==> src/rtl/mem_op_sequencer_pkg.sv <==
// Shared types and sizes for the block-command memory sequencer.
// Latency: n/a (types only).  Backpressure: n/a.
package mem_seq_pkg;

    localparam int MEM_AW = 4;
    localparam int MEM_DW = 8;
    localparam int MEM_CW = MEM_AW + 1;

    typedef enum logic [1:0] {
        OP_FILL = 2'b00,
        OP_COPY = 2'b01,
        OP_SUM  = 2'b10,
        OP_RSVD = 2'b11
    } mem_op_t;

    typedef enum logic [1:0] {
        S_IDLE = 2'b00,
        S_RUN  = 2'b01,
        S_DONE = 2'b10
    } seq_state_t;

endpackage

==> src/rtl/mem_op_sequencer_if.sv <==
// Command/status bundle (requester <-> sequencer) and memory port bundle (sequencer <-> memory).
// Latency: wires only.  Backpressure: cmd_valid/cmd_ready handshake on the command bundle.
interface mem_cmd_if
    import mem_seq_pkg::*;
#(
    parameter int AW = MEM_AW,
    parameter int DW = MEM_DW,
    parameter int CW = AW + 1
);
    logic          cmd_valid;
    logic          cmd_ready;
    logic [1:0]    cmd_op;
    logic [AW-1:0] cmd_src;
    logic [AW-1:0] cmd_dst;
    logic [CW-1:0] cmd_count;
    logic [DW-1:0] cmd_data;
    logic          busy;
    logic          done;
    logic          err;
    logic [DW-1:0] result;
    logic          ovf;

    modport master (
        output cmd_valid, cmd_op, cmd_src, cmd_dst, cmd_count, cmd_data,
        input  cmd_ready, busy, done, err, result, ovf
    );
    modport slave (
        input  cmd_valid, cmd_op, cmd_src, cmd_dst, cmd_count, cmd_data,
        output cmd_ready, busy, done, err, result, ovf
    );
endinterface

interface mem_port_if
    import mem_seq_pkg::*;
#(
    parameter int AW = MEM_AW,
    parameter int DW = MEM_DW
);
    logic          mem_we;
    logic [AW-1:0] mem_waddr;
    logic [DW-1:0] mem_wdata;
    logic [AW-1:0] mem_raddr1;
    logic [AW-1:0] mem_raddr2;
    logic [DW-1:0] mem_rdata1;
    logic [DW-1:0] mem_rdata2;

    modport master (
        output mem_we, mem_waddr, mem_wdata, mem_raddr1, mem_raddr2,
        input  mem_rdata1, mem_rdata2
    );
    modport slave (
        input  mem_we, mem_waddr, mem_wdata, mem_raddr1, mem_raddr2,
        output mem_rdata1, mem_rdata2
    );
endinterface

==> src/rtl/mem_op_sequencer_accum.sv <==
// SUM accumulator: wraps with sticky carry flag, or saturates when MEMSEQ_SUM_SAT_EN is defined.
// Latency: 1 cycle per add.  Backpressure: none, adds whenever i_add is high.
module seq_accum
    import mem_seq_pkg::*;
#(
    parameter int DW = MEM_DW
) (
    input  logic          clk,
    input  logic          reset,
    input  logic          i_clr,
    input  logic          i_add,
    input  logic [DW-1:0] i_a,
    input  logic [DW-1:0] i_b,
    input  logic          i_b_en,
    output logic [DW-1:0] o_sum,
    output logic          o_ovf
);
    logic [DW-1:0] r_acc;
    logic          r_ovf;
    logic [DW+1:0] w_total;
    logic          w_carry;
    logic [DW-1:0] w_next;

    always_comb begin
        w_total = {2'b00, r_acc} + {2'b00, i_a} + (i_b_en ? {2'b00, i_b} : '0);
        w_carry = |w_total[DW+1:DW];
`ifdef MEMSEQ_SUM_SAT_EN
        // A saturated accumulator re-saturates on any further add, so it stays pinned.
        w_next  = w_carry ? '1 : w_total[DW-1:0];
`else
        w_next  = w_total[DW-1:0];
`endif
    end

    always_ff @(posedge clk) begin
        if (reset || i_clr) begin
            r_acc <= '0;
            r_ovf <= 1'b0;
        end else if (i_add) begin
            r_acc <= w_next;
            r_ovf <= r_ovf | w_carry;
        end
    end

    assign o_sum = r_acc;
    assign o_ovf = r_ovf;
endmodule

==> src/rtl/mem_op_sequencer.sv <==
// Block-command sequencer (FILL/COPY/SUM) driving a 2R1W register-file memory; SUM saturation via MEMSEQ_SUM_SAT_EN.
// Latency: done pulses 1+run cycles after accept (run = count, or ceil(count/2) for SUM).  Backpressure: cmd_ready only in IDLE.
module mem_op_sequencer
    import mem_seq_pkg::*;
#(
    parameter int AW = MEM_AW,
    parameter int DW = MEM_DW,
    parameter int CW = AW + 1
) (
    input  logic        clk,
    input  logic        reset,
    mem_cmd_if.slave    cmd,
    mem_port_if.master  mem
);
    localparam logic [CW:0] ONE_X = (CW+1)'(1);
    localparam logic [CW:0] TWO_X = (CW+1)'(2);

    seq_state_t    r_state, w_next_state;
    mem_op_t       r_op;
    logic [AW-1:0] r_src;
    logic [AW-1:0] r_dst;
    logic [CW-1:0] r_cnt;
    logic [DW-1:0] r_data;
    logic [CW-1:0] r_idx;
    logic          r_err;

    logic          w_accept;
    logic          w_last;
    logic          w_add;
    logic          w_b_en;
    logic [CW:0]   w_idx_x;
    logic [CW:0]   w_cnt_x;
    logic [AW-1:0] w_rd1;
    logic [AW-1:0] w_rd2;
    logic [AW-1:0] w_wa;
    mem_op_t       w_cmd_op;
    logic [DW-1:0] w_sum;
    logic          w_ovf;

    assign w_cmd_op = mem_op_t'(cmd.cmd_op);
    assign w_accept = (r_state == S_IDLE) && cmd.cmd_valid;

    // Address arithmetic truncates to AW bits so block ranges wrap around the top of memory.
    assign w_idx_x = {1'b0, r_idx};
    assign w_cnt_x = {1'b0, r_cnt};
    assign w_rd1   = r_src + r_idx[AW-1:0];
    assign w_rd2   = w_rd1 + AW'(1);
    assign w_wa    = r_dst + r_idx[AW-1:0];
    assign w_b_en  = (w_idx_x + ONE_X) < w_cnt_x;
    assign w_last  = (r_op == OP_SUM) ? ((w_idx_x + TWO_X) >= w_cnt_x)
                                      : ((w_idx_x + ONE_X) >= w_cnt_x);

    always_comb begin
        w_next_state   = r_state;
        w_add          = 1'b0;
        cmd.cmd_ready  = 1'b0;
        cmd.busy       = (r_state != S_IDLE);
        cmd.done       = 1'b0;
        mem.mem_we     = 1'b0;
        mem.mem_waddr  = '0;
        mem.mem_wdata  = '0;
        mem.mem_raddr1 = '0;
        mem.mem_raddr2 = '0;

        case (r_state)
            S_IDLE: begin
                cmd.cmd_ready = 1'b1;
                if (w_accept) begin
                    if ((cmd.cmd_count == '0) || (w_cmd_op == OP_RSVD))
                        w_next_state = S_DONE;
                    else
                        w_next_state = S_RUN;
                end
            end
            S_RUN: begin
                case (r_op)
                    OP_FILL: begin
                        mem.mem_we    = 1'b1;
                        mem.mem_waddr = w_wa;
                        mem.mem_wdata = r_data;
                    end
                    OP_COPY: begin
                        mem.mem_raddr1 = w_rd1;
                        mem.mem_we     = 1'b1;
                        mem.mem_waddr  = w_wa;
                        mem.mem_wdata  = mem.mem_rdata1;
                    end
                    OP_SUM: begin
                        mem.mem_raddr1 = w_rd1;
                        mem.mem_raddr2 = w_rd2;
                        w_add          = 1'b1;
                    end
                    default: ;
                endcase
                if (w_last)
                    w_next_state = S_DONE;
            end
            S_DONE: begin
                cmd.done     = 1'b1;
                w_next_state = S_IDLE;
            end
            default: w_next_state = S_IDLE;
        endcase

        // The write in flight when reset arrives must not land in memory.
        if (reset)
            mem.mem_we = 1'b0;
    end

    always_ff @(posedge clk) begin
        if (reset) begin
            r_state <= S_IDLE;
            r_op    <= OP_FILL;
            r_src   <= '0;
            r_dst   <= '0;
            r_cnt   <= '0;
            r_data  <= '0;
            r_idx   <= '0;
            r_err   <= 1'b0;
        end else begin
            r_state <= w_next_state;
            if (w_accept) begin
                r_op   <= w_cmd_op;
                r_src  <= cmd.cmd_src;
                r_dst  <= cmd.cmd_dst;
                r_cnt  <= cmd.cmd_count;
                r_data <= cmd.cmd_data;
                r_idx  <= '0;
                r_err  <= (w_cmd_op == OP_RSVD);
            end else if (r_state == S_RUN) begin
                r_idx  <= r_idx + ((r_op == OP_SUM) ? CW'(2) : CW'(1));
            end
        end
    end

    seq_accum #(.DW(DW)) u_accum (
        .clk    (clk),
        .reset  (reset),
        .i_clr  (w_accept),
        .i_add  (w_add),
        .i_a    (mem.mem_rdata1),
        .i_b    (mem.mem_rdata2),
        .i_b_en (w_b_en),
        .o_sum  (w_sum),
        .o_ovf  (w_ovf)
    );

    assign cmd.result = w_sum;
    assign cmd.ovf    = w_ovf;
    assign cmd.err    = r_err;
endmodule

==> src/flat_wrapper.sv <==
// flat-port wrapper written by rule: the top's interface ports become plain ports
module mem_op_sequencer_flat import mem_seq_pkg::*;
#(
    parameter int AW = MEM_AW,
    parameter int DW = MEM_DW,
    parameter int CW = AW + 1
)
  (clk, reset, cmd_cmd_valid, cmd_cmd_op, cmd_cmd_src, cmd_cmd_dst, cmd_cmd_count, cmd_cmd_data, cmd_cmd_ready, cmd_busy, cmd_done, cmd_err, cmd_result, cmd_ovf, mem_mem_we, mem_mem_waddr, mem_mem_wdata, mem_mem_raddr1, mem_mem_raddr2, mem_mem_rdata1, mem_mem_rdata2);
  mem_cmd_if #(.AW(AW), .DW(DW), .CW(CW)) cmd_i ();
  mem_port_if #(.AW(AW), .DW(DW)) mem_i ();
  input  logic clk;
  input  logic reset;
  input wire logic [$bits(cmd_i.cmd_valid)-1:0] cmd_cmd_valid;
  input wire logic [$bits(cmd_i.cmd_op)-1:0] cmd_cmd_op;
  input wire logic [$bits(cmd_i.cmd_src)-1:0] cmd_cmd_src;
  input wire logic [$bits(cmd_i.cmd_dst)-1:0] cmd_cmd_dst;
  input wire logic [$bits(cmd_i.cmd_count)-1:0] cmd_cmd_count;
  input wire logic [$bits(cmd_i.cmd_data)-1:0] cmd_cmd_data;
  output wire logic [$bits(cmd_i.cmd_ready)-1:0] cmd_cmd_ready;
  output wire logic [$bits(cmd_i.busy)-1:0] cmd_busy;
  output wire logic [$bits(cmd_i.done)-1:0] cmd_done;
  output wire logic [$bits(cmd_i.err)-1:0] cmd_err;
  output wire logic [$bits(cmd_i.result)-1:0] cmd_result;
  output wire logic [$bits(cmd_i.ovf)-1:0] cmd_ovf;
  output wire logic [$bits(mem_i.mem_we)-1:0] mem_mem_we;
  output wire logic [$bits(mem_i.mem_waddr)-1:0] mem_mem_waddr;
  output wire logic [$bits(mem_i.mem_wdata)-1:0] mem_mem_wdata;
  output wire logic [$bits(mem_i.mem_raddr1)-1:0] mem_mem_raddr1;
  output wire logic [$bits(mem_i.mem_raddr2)-1:0] mem_mem_raddr2;
  input wire logic [$bits(mem_i.mem_rdata1)-1:0] mem_mem_rdata1;
  input wire logic [$bits(mem_i.mem_rdata2)-1:0] mem_mem_rdata2;
  assign cmd_i.cmd_valid = cmd_cmd_valid;
  assign cmd_i.cmd_op = cmd_cmd_op;
  assign cmd_i.cmd_src = cmd_cmd_src;
  assign cmd_i.cmd_dst = cmd_cmd_dst;
  assign cmd_i.cmd_count = cmd_cmd_count;
  assign cmd_i.cmd_data = cmd_cmd_data;
  assign cmd_cmd_ready = cmd_i.cmd_ready;
  assign cmd_busy = cmd_i.busy;
  assign cmd_done = cmd_i.done;
  assign cmd_err = cmd_i.err;
  assign cmd_result = cmd_i.result;
  assign cmd_ovf = cmd_i.ovf;
  assign mem_mem_we = mem_i.mem_we;
  assign mem_mem_waddr = mem_i.mem_waddr;
  assign mem_mem_wdata = mem_i.mem_wdata;
  assign mem_mem_raddr1 = mem_i.mem_raddr1;
  assign mem_mem_raddr2 = mem_i.mem_raddr2;
  assign mem_i.mem_rdata1 = mem_mem_rdata1;
  assign mem_i.mem_rdata2 = mem_mem_rdata2;
  mem_op_sequencer #(.AW(AW), .DW(DW), .CW(CW)) u_core (.clk(clk), .reset(reset), .cmd(cmd_i), .mem(mem_i));
endmodule
==> config.mk <==
export PLATFORM = sky130hd
export DESIGN_NAME = mem_op_sequencer_flat
export DESIGN_NICKNAME = d
export VERILOG_FILES = /design/src/rtl/mem_op_sequencer_pkg.sv /design/src/rtl/mem_op_sequencer_if.sv /design/src/rtl/mem_op_sequencer_accum.sv /design/src/rtl/mem_op_sequencer.sv /design/src/flat_wrapper.sv
export SDC_FILE = /design/constraint.sdc
export NUM_CORES = 1
export LEC_CHECK = 0
export BUFFER_PORTS_ARGS = -buffer_cell sky130_fd_sc_hd__buf_2
export CAP_MARGIN = 0
export CELL_PAD_IN_SITES_DETAIL_PLACEMENT = 1
export CELL_PAD_IN_SITES_GLOBAL_PLACEMENT = 2
export CORE_MARGIN = 10
export CORE_UTILIZATION = 30
export CTS_BUF_LIST = sky130_fd_sc_hd__clkbuf_4 sky130_fd_sc_hd__clkbuf_8 sky130_fd_sc_hd__clkbuf_16
export DETAILED_ROUTE_END_ITERATION = 8
export PLACE_DENSITY = 0.79
export SYNTH_ARGS = -nofsm -noshare
export SYNTH_HDL_FRONTEND = slang
export SYNTH_SLANG_ARGS = --single-unit
==> constraint.sdc <==
create_clock -name clk -period 4.8 [get_ports clk]
set_clock_uncertainty 0.2 [all_clocks]
set_input_delay 0.24 -clock clk [delete_from_list [all_inputs] [get_ports clk]]
set_output_delay 0.24 -clock clk [all_outputs]
set_load 0.005 [all_outputs]
After elaboration in Yosys (flattened, before gate mapping)
Index checks and enable logic that the tools add are counted.

storage, ports and cells
  memories = 0
  input port bits = 42
  bits in read-only memories = 0
  register bits = 40
  output and inout bits = 34
  bits in writable memories = 0
  latch bits = 0
  word-level logic and storage cells = 63

cells by class
  $mul = 0
  magnitude comparators = 3
  reduce and logical (&&, ||, !) cells = 12
  add/sub/neg operators = 8
  muxes and demuxes = 22
  shift-type cells = 0
  bitwise gates (word level) = 1
  equal/unequal tests = 7
  divide/modulo/power cells = 0

operator list
  cell                                                   number
  two-way mux 4 bit                                      6
  two-way mux 8 bit                                      2
  case mux 8 bit (2 select lines)                        1
  >= comparator 6 x 5 -> 1 bit                           2
  adder 10 x 8 -> 10 bit                                 1
  adder 8 x 8 -> 9 bit                                   1
  adder 4 bit                                            2
  two-way mux 1 bit                                      8
  two-way mux 2 bit                                      4
  OR reduction 2 bit                                     4
  adder 5 x 1 -> 6 bit, second input constant            1
  adder 5 x 2 -> 6 bit, second input constant            1
  equality test 2 bit, second input constant             3
  less-than comparator 6 x 5 -> 1 bit                    1
  adder 5 bit                                            1
  logical NOT 5 bit                                      1
  adder 4 x 1 -> 4 bit, second input constant            1
  equality test 2 x 1 -> 1 bit, second input constant    2
  logical NOT 2 bit                                      2
  case mux 2 bit (2 select lines)                        1
  logical OR 1 bit                                       2
  inequality test 2 x 1 -> 1 bit, second input constant  1
  inequality test 2 bit, second input constant           1
  AND reduction 2 bit                                    1
  other kinds (3)                                        3

Logic depth before layout (Yosys ltp)
Gate-level depths: netlist of the first run.

  depth in word-level cells = 6
  mapped depth = 15
  mapped depth without buffers = 15

By module
A second synthesis of the first run with hierarchy kept.

second synthesis, totals
  cells, all modules = 354
  area, all modules = 2859.0 µm²

by module, submodules not included
  module            times used  area each (µm²)  sequential area each (µm²)  cells an instance
  mem_op_sequencer  1           2009.4           620.6                       261
  seq_accum         1           849.6            180.2                       93

Least setup slack after synthesis of the first run
OpenSTA, ideal clock, no wires.

  kind = reg2reg
  from = register u_core.r_idx[0]
  to = register u_core.u_accum.r_ovf, in the netlist u_core.u_accum.o_ovf
  clock period less this slack = 3494 ps
  data required time = 4475 ps
  path buffers = 0
  arrival = 3169 ps
  slack = 1306 ps
  stages on the path, launching flop included = 16
  library setup time = 125 ps
  path through = dfxtp_1 ha_1 nand3_1 xnor2_1 ha_1 nand3_1 o221a_2 and2_1 ha_1 fa_1 a211oi_2 o21bai_2 a21o_2 o211ai_2 a311o_2 a21oi_2

on the way
  word-level cells in the longest chain between the ends = 6

RTL lines
  item                                 RTL line                      RTL
  from (decl)                          mem_op_sequencer.sv:24        logic [CW-1:0] r_idx;
  from (signal assigned)               mem_op_sequencer.sv:131       r_idx <= r_idx + ((r_op == OP_SUM) ? CW'(2) : CW'(1));
  adder 5 x 1 -> 6 bit                 mem_op_sequencer.sv:49        assign w_b_en = (w_idx_x + ONE_X) < w_cnt_x;
  less-than comparator 6 x 5 -> 1 bit  mem_op_sequencer.sv:49
  two-way mux 8 bit                    mem_op_sequencer_accum.sv:25  w_total = {2'b00, r_acc} + {2'b00, i_a} + (i_b_en ? {2'b00, i_b} : '0);
  adder 10 x 8 -> 10 bit               mem_op_sequencer_accum.sv:25
  OR reduction 2 bit                   mem_op_sequencer_accum.sv:26  w_carry = |w_total[DW+1:DW];
  bitwise OR 1 bit                     mem_op_sequencer_accum.sv:41  r_ovf <= r_ovf | w_carry;
  to (signal assigned)                 mem_op_sequencer_accum.sv:41
  to (decl)                            mem_op_sequencer_accum.sv:19  logic r_ovf;

No other way between the ends.
A chain may end at the register's enable or synchronous reset.

Worst setup path in the final report of the first run
  from = register u_core.r_idx[2]
  to = register u_core.u_accum.r_ovf, in the netlist u_core.u_accum.o_ovf

The elaborated chain is that of the path after synthesis.

==> impl_metrics.env, run 1 <==
export IMPL_rows=36
export IMPL_synth_edf_count=0
export IMPL_coreArea_sq_mm=0.00964
export IMPL_cts_setup_buffers=0
export IMPL_slowest_stage="dfxtp_1"
export IMPL_grt_pass1_wl_mm=15.9
export IMPL_syn_nets=460
export IMPL_pwr_density_cell_mw_per_mm2=236
export IMPL_status="complete, no violations"
export IMPL_path_clk_slew_ns=0.08
export IMPL_crit_arrival_ns=3.89
export IMPL_fin_tns_setup_ns=0
export IMPL_layout_nets=543
export IMPL_synth_cell_area_sq_mm=0.00294
export IMPL_cp_end_kind="flip-flop"
export IMPL_dp_slack_ns=0.904
export IMPL_yosys_warnings=0
export IMPL_synth_top_area_frac=0.272
export IMPL_dieArea_sq_mm=0.0142
export IMPL_crit_type="flip-flop to flip-flop"
export IMPL_portBuffers=75
export IMPL_max_freq_ghz=0.256
export IMPL_cp_required_ns=4.78
export IMPL_setup_slack_ns=0.891
export IMPL_routed_wirelength_mm=9.36
export IMPL_crit_chain="ha_1, nand2_1, xnor2_1, ha_1, nand3_1, o221a_2, and2_1, ha_1, fa_1, a211oi_2, o21bai_2, a21o_2, o211ai_2, a311o_2, a21oi_2"
export IMPL_ys_seq_elements=40
export IMPL_relSlewSlack=0.410
export IMPL_ant_nets=0
export IMPL_grt_max_degree=29
export IMPL_clock_latency_ns=0.29
export IMPL_yosysTopAreaCell="dfxtp_1"
export IMPL_first_pass_iters=4
export IMPL_synthFlopType="dfxtp_1"
export IMPL_path_common_cell="ha_1"
export IMPL_worst_path_buf_inv=0
export IMPL_diodes=0
export IMPL_cts_tree="done"
export IMPL_grt_pass1_vias=3056
export IMPL_yosysSeqAreaShare=0.272
export IMPL_hold_path_class="input pin to flip-flop"
export IMPL_place_area_sq_mm=0.00341
export IMPL_drv_cap=0
export IMPL_post_dp_hpwl_mm=7.60
export IMPL_htree_levels=2
export IMPL_fin_area_sq_mm=0.00367
export IMPL_synthArstFlopShare=0
export IMPL_min_period_over_period=0.814
export IMPL_drive_gt1_frac=0.208
export IMPL_antenna_found_initial=0
export IMPL_period_needed_ns=3.91
export IMPL_final_core_util=0.381
export IMPL_synth_distinct_cells=45
export IMPL_area_growth_syn_to_layout_pct=24.9
export IMPL_worst_hold_slack_ns=0.00709
export IMPL_num_vias=2785
export IMPL_cts_sinks=40
export IMPL_clock_path_buffers=2
export IMPL_rsz0062_at_grt="no"
export IMPL_boundaryPins=76
export IMPL_drtIter0Drc=89
export IMPL_grtUsageTotal=0.134
export IMPL_die_x_um=119
export IMPL_viasPerCell=4.73
export IMPL_maxSlewViolCount=0
export IMPL_critPathTopFamily="adder cells"
export IMPL_syn_instance_count=373
export IMPL_crit_fanout=9
export IMPL_setup_viol=0
export IMPL_fp_dieH_um=119
export IMPL_start_util=0.305
export IMPL_peakVddDrop_mv=0.124
export IMPL_leakage_uw=0.00166
export IMPL_synth_area_leaders="dfxtp_1, ha_1, nand2_1, a21oi_1, nor2_1"
export IMPL_max_stage_delay_ns=0.53
export IMPL_worst_slew_pin_slew_ns=0.883
export IMPL_root_buffer="clkbuf_8"
export IMPL_drc_errors=0
export IMPL_cts_buffers=5
export IMPL_hold_violations=0
export IMPL_startpoint_type="flip-flop"
export IMPL_wl_per_cell_um=15.9
export IMPL_synth_area_per_cell_sq_um=7.88
export IMPL_place_gp_congestion=0.836
export IMPL_grt_overflow_total=0
[cells in the mapped netlist, drive strengths merged, types with 3 or more instances]
library cell   n
nor2          40
a21oi         43
ha            40
and2           9
clkbuf        10
buf            7
nand2         65
fa             5
xor2           9
nand3          5
dfxtp         40
a21o           7
o21a           3
inv           19
a211oi         9
nand2b         5
o21ai          9
xnor2         15
a22oi          8
[through the flow]
stage                     std cells  power (uW)
after floorplan                 373         561
after global placement          564         637
after detailed placement        564         644
after CTS                       589         879
after global routing            589         933
final                           589         866
[worst paths after layout]
| path | startpoint | end | slack, ns | cells after the start |
|---|---|---|---|---|
| hold / removal | cmd_cmd_data[7] | u_core.r_data[7] | 0.007 | 3 |
| setup reg to reg | u_core.r_idx[2] | u_core.u_accum.o_ovf | 0.89 | 15 |
| hold reg to reg | u_core.r_cnt[3] | u_core.r_cnt[3] | 0.26 | 2 |
| setup / recovery | u_core.r_idx[2] | u_core.u_accum.o_ovf | 0.89 | 15 |
[report_power, final]
| part | total (uW) | switching, uW | internal [uW] |
|---|---|---|---|
| Combinational | 279 | 158 | 121 |
| Sequential | 366 | 16.1 | 350 |
| Clock | 220 | 121 | 98.6 |
| Total | 866 | 295 | 570 |
[per-layer routing]
metal | global-route usage | vias up | routed length [um]
met5 | 0 | - | 0
met3 | 0.0203 | 5 | 240
met4 | 0.0275 | 0 | 76
met2 | 0.226 | 43 | 4390
li1 | - | 1438 | -
met1 | 0.175 | 1299 | 4650
[sequential cells by signal, indices dropped and copies added (netlist names)]
name / cells
u_core.r_op: 2
u_core.r_state: 2
u_core.r_dst: 4
u_core.cmd.err: 1
u_core.u_accum.o_sum: 8
u_core.r_src: 4
u_core.u_accum.o_ovf: 1
u_core.r_idx: 5
u_core.r_cnt: 5
u_core.r_data: 8
[cell usage in the layout (no fill, tap or decap), drive strengths merged, types with 2 or more instances in the layout]
cell / n
clkbuf: 5
nand2b: 5
nand2: 65
a21oi: 43
nor4: 2
and3: 2
and2: 9
fa: 5
ha: 40
dfxtp: 40
a22oi: 8
xor2: 9
dlygate4sd3: 18
xnor2: 15
nor2: 40
inv: 19
nor3: 2
or4: 2
nor2b: 2
o21ai: 9
buf: 75
nand3: 5
a211oi: 9
a21o: 7
o21a: 3
[final cells by class]
type / instances / area, sq um
sequential: 40 / 801
timing repair buffer: 93 / 556
clock inverter: 2 / 12.5
inverter: 19 / 71.3
tap: 133 / 166
multi-input combinational: 297 / 2000
fill: 1237 / 5970
clock buffer: 5 / 68.8
[timing repair]
| item | CTS | global route |
|---|---|---|
| hold buffers | 18 | 0 |
| hold endpoints to repair | 18 | 0 |
| gates resized for setup | 0 | 0 |
[tightest hold or removal path, cell delays in order]
cell and delay, ns:
buf_2 0.11, nand2_1 0.05, a21oi_1 0.05
[cells by family after synthesis]
kind of cell,count (synthesis),synth area share
DFF,40,0.272
xor gates and xnor gates,24,0.0715
and+or+nand+nor,138,0.203
AOI/OAI and AO/OA,90,0.200
buffers and inverters,36,0.0485
adders and majority gates,45,0.204
Power figures use the tool's default switching activity.
==> run 2: changes to the inputs <==
Settings changed: CORE_UTILIZATION 30 to 27, PLACE_DENSITY 0.79 to 0.75.
Clock period 4.8 ns to 3.5 ns, I/O delays scaled along.
==> run 2 against run 1 <==
- sequential power increased by 36%
- register-to-register slack got worse by 0.74 ns
- fmax is 17% higher
- setup slack lost 0.74 ns
- total power rose by 47%
- cell count increased by 5.3%
- largest cell class unchanged
- highest routed layer unchanged
==> impl_metrics.env, run 2 (synthesis gave the netlist of run 1 again) <==
export IMPL_reg2reg_to="u_core.u_accum.o_ovf"
export IMPL_crit_type="flip-flop to flip-flop"
export IMPL_nFillCells=1346
export IMPL_startpoint_type="flip-flop"
export IMPL_hold_violations=0
export IMPL_layout_commonest_cell="buf_2"
export IMPL_layout_cells_non_filler=620
export IMPL_cts_tree="done"
export IMPL_die_x_um=124
export IMPL_period_needed_ns=3.35
export IMPL_grt_overflow_total=0
export IMPL_rows=38
export IMPL_first_pass_iters=4
export IMPL_crit_chain="ha_4, buf_4, xor2_1, ha_1, nand3_2, o221a_4, buf_4, and2_1, ha_1, o21ai_2, o21bai_2, a21o_2, o211ai_2, a311o_2, a21oi_2"
export IMPL_setup_viol=0
export IMPL_grt_pass1_wl_mm=16.8
export IMPL_reg2reg_from="u_core.r_idx[1]"
export IMPL_grtUsageTotal=0.128
export IMPL_dieArea_sq_mm=0.0155
export IMPL_cts_buffers=5
export IMPL_routed_wirelength_mm=10.4
export IMPL_fp_dieH_um=124
export IMPL_antenna_found_initial=0
export IMPL_status="complete, no violations"
export IMPL_cts_sinks=40
export IMPL_root_buffer="clkbuf_8"
export IMPL_drtIter0Drc=99
export IMPL_timing_reg2reg_setup_slack_ns=0.15
export IMPL_setup_slack_ns=0.153
export IMPL_crit_fanout=5
export IMPL_wl_per_cell_um=16.7
export IMPL_maxSlewViolCount=0
export IMPL_drive_gt1_frac=0.275
export IMPL_busiest_layer="met2"
export IMPL_max_freq_ghz=0.299
export IMPL_crit_arrival_ns=3.38
export IMPL_gr_usage_met2=0.218
export IMPL_layout_nets=567
export IMPL_worst_slew_pin_slew_ns=0.917
export IMPL_layout_common_cells="buf_2, nand2_1, a21oi_1"
export IMPL_slowest_stage="a311o_2"
export IMPL_diodes=0
export IMPL_coreArea_sq_mm=0.0107
export IMPL_dp_slack_ns=-0.0136
export IMPL_portBuffers=75
export IMPL_area_growth_syn_to_layout_pct=35.8
export IMPL_place_gp_congestion=0.808
export IMPL_min_period_over_period=0.956
export IMPL_relSlewSlack=0.389
export IMPL_cp_startpoint="u_core.r_idx[1]"
export IMPL_worst_hold_slack_ns=0.163
export IMPL_grt_max_degree=29
export IMPL_peakVddDrop_mv=0.160
export IMPL_crit_path_end="u_core.u_accum.o_ovf"
export IMPL_path_clk_slew_ns=0.09
export IMPL_hold_depth=2
export IMPL_use_met3=0.0272
export IMPL_grt_use_met1=0.163
export IMPL_cp_required_ns=3.53
export IMPL_boundaryPins=76
export IMPL_r2r_cells=15
export IMPL_dp_cells=587
export IMPL_ant_nets=0
export IMPL_htree_levels=2
export IMPL_drv_cap=0
export IMPL_seqCellArea_sq_um=810
export IMPL_post_dp_hpwl_mm=8.07
export IMPL_viasPerCell=4.74
export IMPL_clock_latency_ns=0.29
export IMPL_multiInputGateArea_sq_mm=0.00211
export IMPL_max_stage_delay_ns=0.40
export IMPL_start_util=0.274
export IMPL_hold_path_class="input pin to flip-flop"
export IMPL_leakage_uw=0.00179
export IMPL_drc_errors=0
export IMPL_grt_pass1_vias=3241
export IMPL_fin_tns_setup_ns=0
export IMPL_cp_end_kind="flip-flop"
export IMPL_num_vias=2940
export IMPL_clock_path_buffers=2
export IMPL_pwr_density_cell_mw_per_mm2=318
-- run 2: changes by cell type in the layout (fill, tap and decap cells not counted), sizes merged --
cell / previous run / this run
buf: 75 / 93
dlygate4sd3: 18 / 24
-- run 2: cell type report --
type,count,share of cell area
flip-flops and latches,40,0.203
repair buffers,117,0.188
inverters,19,0.0179
clock inverters,2,0.00313
well taps,140,0.0439
multi-input cells,297,0.527
clock buffers,5,0.0172
-- run 2: power by group --
group	total, uW	internal (uW)	switching (uW)
logic	458	209	249
clock network	313	136	178
registers	499	480	19.0
total	1270	825	446
-- run 2: worst max-delay path: cells and delay by family (launching register included) --
kind	cells	cell delay (ns)
compound gates	7	1.19
xor+xnor	1	0.14
fa+ha+maj	3	0.86
buf+inv	2	0.28
flops	1	0.38
simple gates	2	0.23
-- run 2: per-layer routing --
layer | wire, um | part of all wire
met5 | 0 | 0
met3 | 331 | 0.032
met4 | 60 | 0.0058
met2 | 4960 | 0.48
met1 | 5000 | 0.48
-- run 2: through the flow --
step / power [uW] / util / instance area (sq um)
global placement: 900 / 0.329 / 3540
finish: 1270 / 0.372 / 3990
floorplan: 769 / - / 2940
CTS: 1250 / 0.360 / 3870
global route: 1360 / 0.372 / 3990
detailed placement: 909 / 0.329 / 3540
-- run 2: worst min-delay path by stage --
stage	start	endpoint	slack, ns
final	reset	u_core.r_op[0]	0.16
after detailed placement	cmd_cmd_src[3]	u_core.r_src[3]	0.22
after global routing	reset	u_core.r_src[1]	0.20
after floorplan	cmd_cmd_count[1]	u_core.r_cnt[1]	0.11
after CTS	reset	u_core.r_data[3]	0.16
after global placement	cmd_cmd_src[3]	u_core.r_src[3]	0.22
-- run 2: repair_timing --
action / in CTS / in global routing
gates resized for setup: 3 / 24
setup buffers: 0 / 2
setup endpoints to repair: 4 / 5
cloned: 0 / 0
pin swaps: 2 / 12
hold endpoints to repair: 25 / 0
hold buffers: 24 / 0
==> run 3: changes to the inputs <==
Settings changed: CELL_PAD_IN_SITES_GLOBAL_PLACEMENT 2 to 1, CORE_UTILIZATION 27 to 35, PLACE_DENSITY 0.75 to 0.76.
==> run 3 against run 2 <==
- critical path depth did not move
- die area fell by 19%
- first-iteration DRC count rose by 7.1%
==> impl_metrics.env, run 3 (synthesis gave the netlist of run 1 again) <==
export IMPL_status="complete, no violations"
export IMPL_worst_slew_pin_slew_ns=0.859
export IMPL_hold_path_class="input pin to flip-flop"
export IMPL_num_vias=3015
export IMPL_setup_viol=0
export IMPL_start_util=0.360
export IMPL_clock_path_buffers=2
export IMPL_max_freq_ghz=0.288
export IMPL_grt_overflow_total=0
export IMPL_min_period_over_period=0.991
export IMPL_boundaryPins=76
export IMPL_place_gp_congestion=0.866
export IMPL_portBuffers=75
export IMPL_rows=33
export IMPL_peakVddDrop_mv=0.180
export IMPL_first_pass_iters=4
export IMPL_cts_buffers=5
export IMPL_layout_common_cells="buf_2, nand2_1, a21oi_1"
export IMPL_wl_per_cell_um=18.4
export IMPL_crit_chain="buf_4, nand2_1, xnor2_1, ha_1, a21oi_1, o221a_4, and2_1, ha_2, fa_2, a211oi_2, o21bai_2, a21o_2, o211ai_2, a311o_2, a21oi_2"
export IMPL_final_core_util=0.479
export IMPL_drive_gt1_frac=0.264
export IMPL_startpoint_type="flip-flop"
export IMPL_grt_pass1_vias=3305
export IMPL_drc_errors=0
export IMPL_antenna_found_initial=0
export IMPL_coreArea_sq_mm=0.00818
export IMPL_routed_wirelength_mm=10.7
export IMPL_slowest_stage="dfxtp_2"
export IMPL_post_dp_hpwl_mm=7.92
export IMPL_worst_path_buf_inv=1
export IMPL_ant_nets=0
export IMPL_maxSlewViolCount=0
export IMPL_diodes=0
export IMPL_critPathTopFamily="compound AO/OA/AOI/OAI gates"
export IMPL_cts_sinks=40
export IMPL_crit_fanout=8
export IMPL_cts_tree="done"
export IMPL_path_clk_slew_ns=0.09
export IMPL_fp_dieH_um=112
export IMPL_drtIter0Drc=106
export IMPL_leakage_uw=0.00179
export IMPL_fin_tns_setup_ns=0
export IMPL_relSlewSlack=0.428
export IMPL_viasPerCell=5.17
export IMPL_max_stage_delay_ns=0.38
export IMPL_cp_required_ns=3.49
export IMPL_grtUsageTotal=0.164
export IMPL_root_buffer="clkbuf_8"
export IMPL_hold_violations=0
export IMPL_pwr_density_cell_mw_per_mm2=331
export IMPL_drv_cap=0
export IMPL_grt_pass1_wl_mm=17.0
export IMPL_crit_arrival_ns=3.46
export IMPL_period_needed_ns=3.47
export IMPL_die_x_um=112
export IMPL_grt_max_degree=29
export IMPL_layout_nets=564
export IMPL_crit_type="flip-flop to flip-flop"
export IMPL_clock_latency_ns=0.30
export IMPL_layout_commonest_cell="buf_2"
export IMPL_cp_end_kind="flip-flop"
export IMPL_htree_levels=2
export IMPL_worst_hold_slack_ns=0.149
export IMPL_dieArea_sq_mm=0.0125
export IMPL_area_growth_syn_to_layout_pct=33.3
-- run 3: cell types whose count changed in the layout (fill, tap and decap cells not counted), sizes merged --
cell      delta
buf          -3
clkbuf       +1
clkinvlp     +1
clkinv       -1
-- run 3: what timing repair did --
item | in CTS | in global routing
hold buffers | 24 | 0
buffers inserted | 1 | 1
gates resized for setup | 6 | 13
endpoints found under the setup margin | 4 | 5
pin swaps | 2 | 7
hold endpoints to repair | 25 | 0
-- run 3: report_power, final --
| group | leakage, uW | switching, uW | internal, uW |
|---|---|---|---|
| combinational | 0.00142 | 247 | 206 |
| clock | 0.0000434 | 185 | 160 |
| sequential | 0.000328 | 19.7 | 480 |
| total | 0.00179 | 452 | 846 |
-- run 3: worst register-to-register path, stage by stage, from the launching register on --
cell and delay, ns:
dfxtp_2 0.38, buf_4 0.19, nand2_1 0.09, xnor2_1 0.14
ha_1 0.34, a21oi_1 0.11, o221a_4 0.29, and2_1 0.17
ha_2 0.21, fa_2 0.36, a211oi_2 0.25, o21bai_2 0.11
a21o_2 0.22, o211ai_2 0.07, a311o_2 0.20, a21oi_2 0.03
-- run 3: routing by layer --
layer	wire length [um]	up-vias	track usage
li1	-	1485	-
met1	4540	1453	0.181
met2	5620	58	0.304
met3	303	19	0.0263
met4	263	0	0.0600
met5	0	-	0
-- run 3: through the flow --
stage / area, sq um / power [uW] / instances / setup WS, ns
floorplan: 2940 / 769 / 373 / 0.00616
finish: 3920 / 1300 / 583 / 0.0330
global placement: 3470 / 882 / 549 / 0.0747
global route: 3920 / 1380 / 583 / -0.0999
CTS: 3840 / 1270 / 582 / 0.000912
detailed placement: 3470 / 899 / 549 / -0.0866
-- run 3: worst paths after layout --
check,startpoint,endpoint,slack [ns],depth (start not counted)
max,u_core.r_idx[0],u_core.u_accum.o_ovf,0.03,15
min,reset,u_core.r_src[1],0.15,2
max reg2reg,u_core.r_idx[0],u_core.u_accum.o_ovf,0.03,15
min reg2reg,u_core.cmd.err,u_core.cmd.err,0.26,2
-- run 3: final cells by class --
type,instances,area [sq um]
clock inverter,2,15.0
multi-input combinational,297,2080
tap,105,131
sequential,40,807
fill,1026,4260
clock buffer,6,82.6
inverter,19,71.3
timing repair buffer,114,728
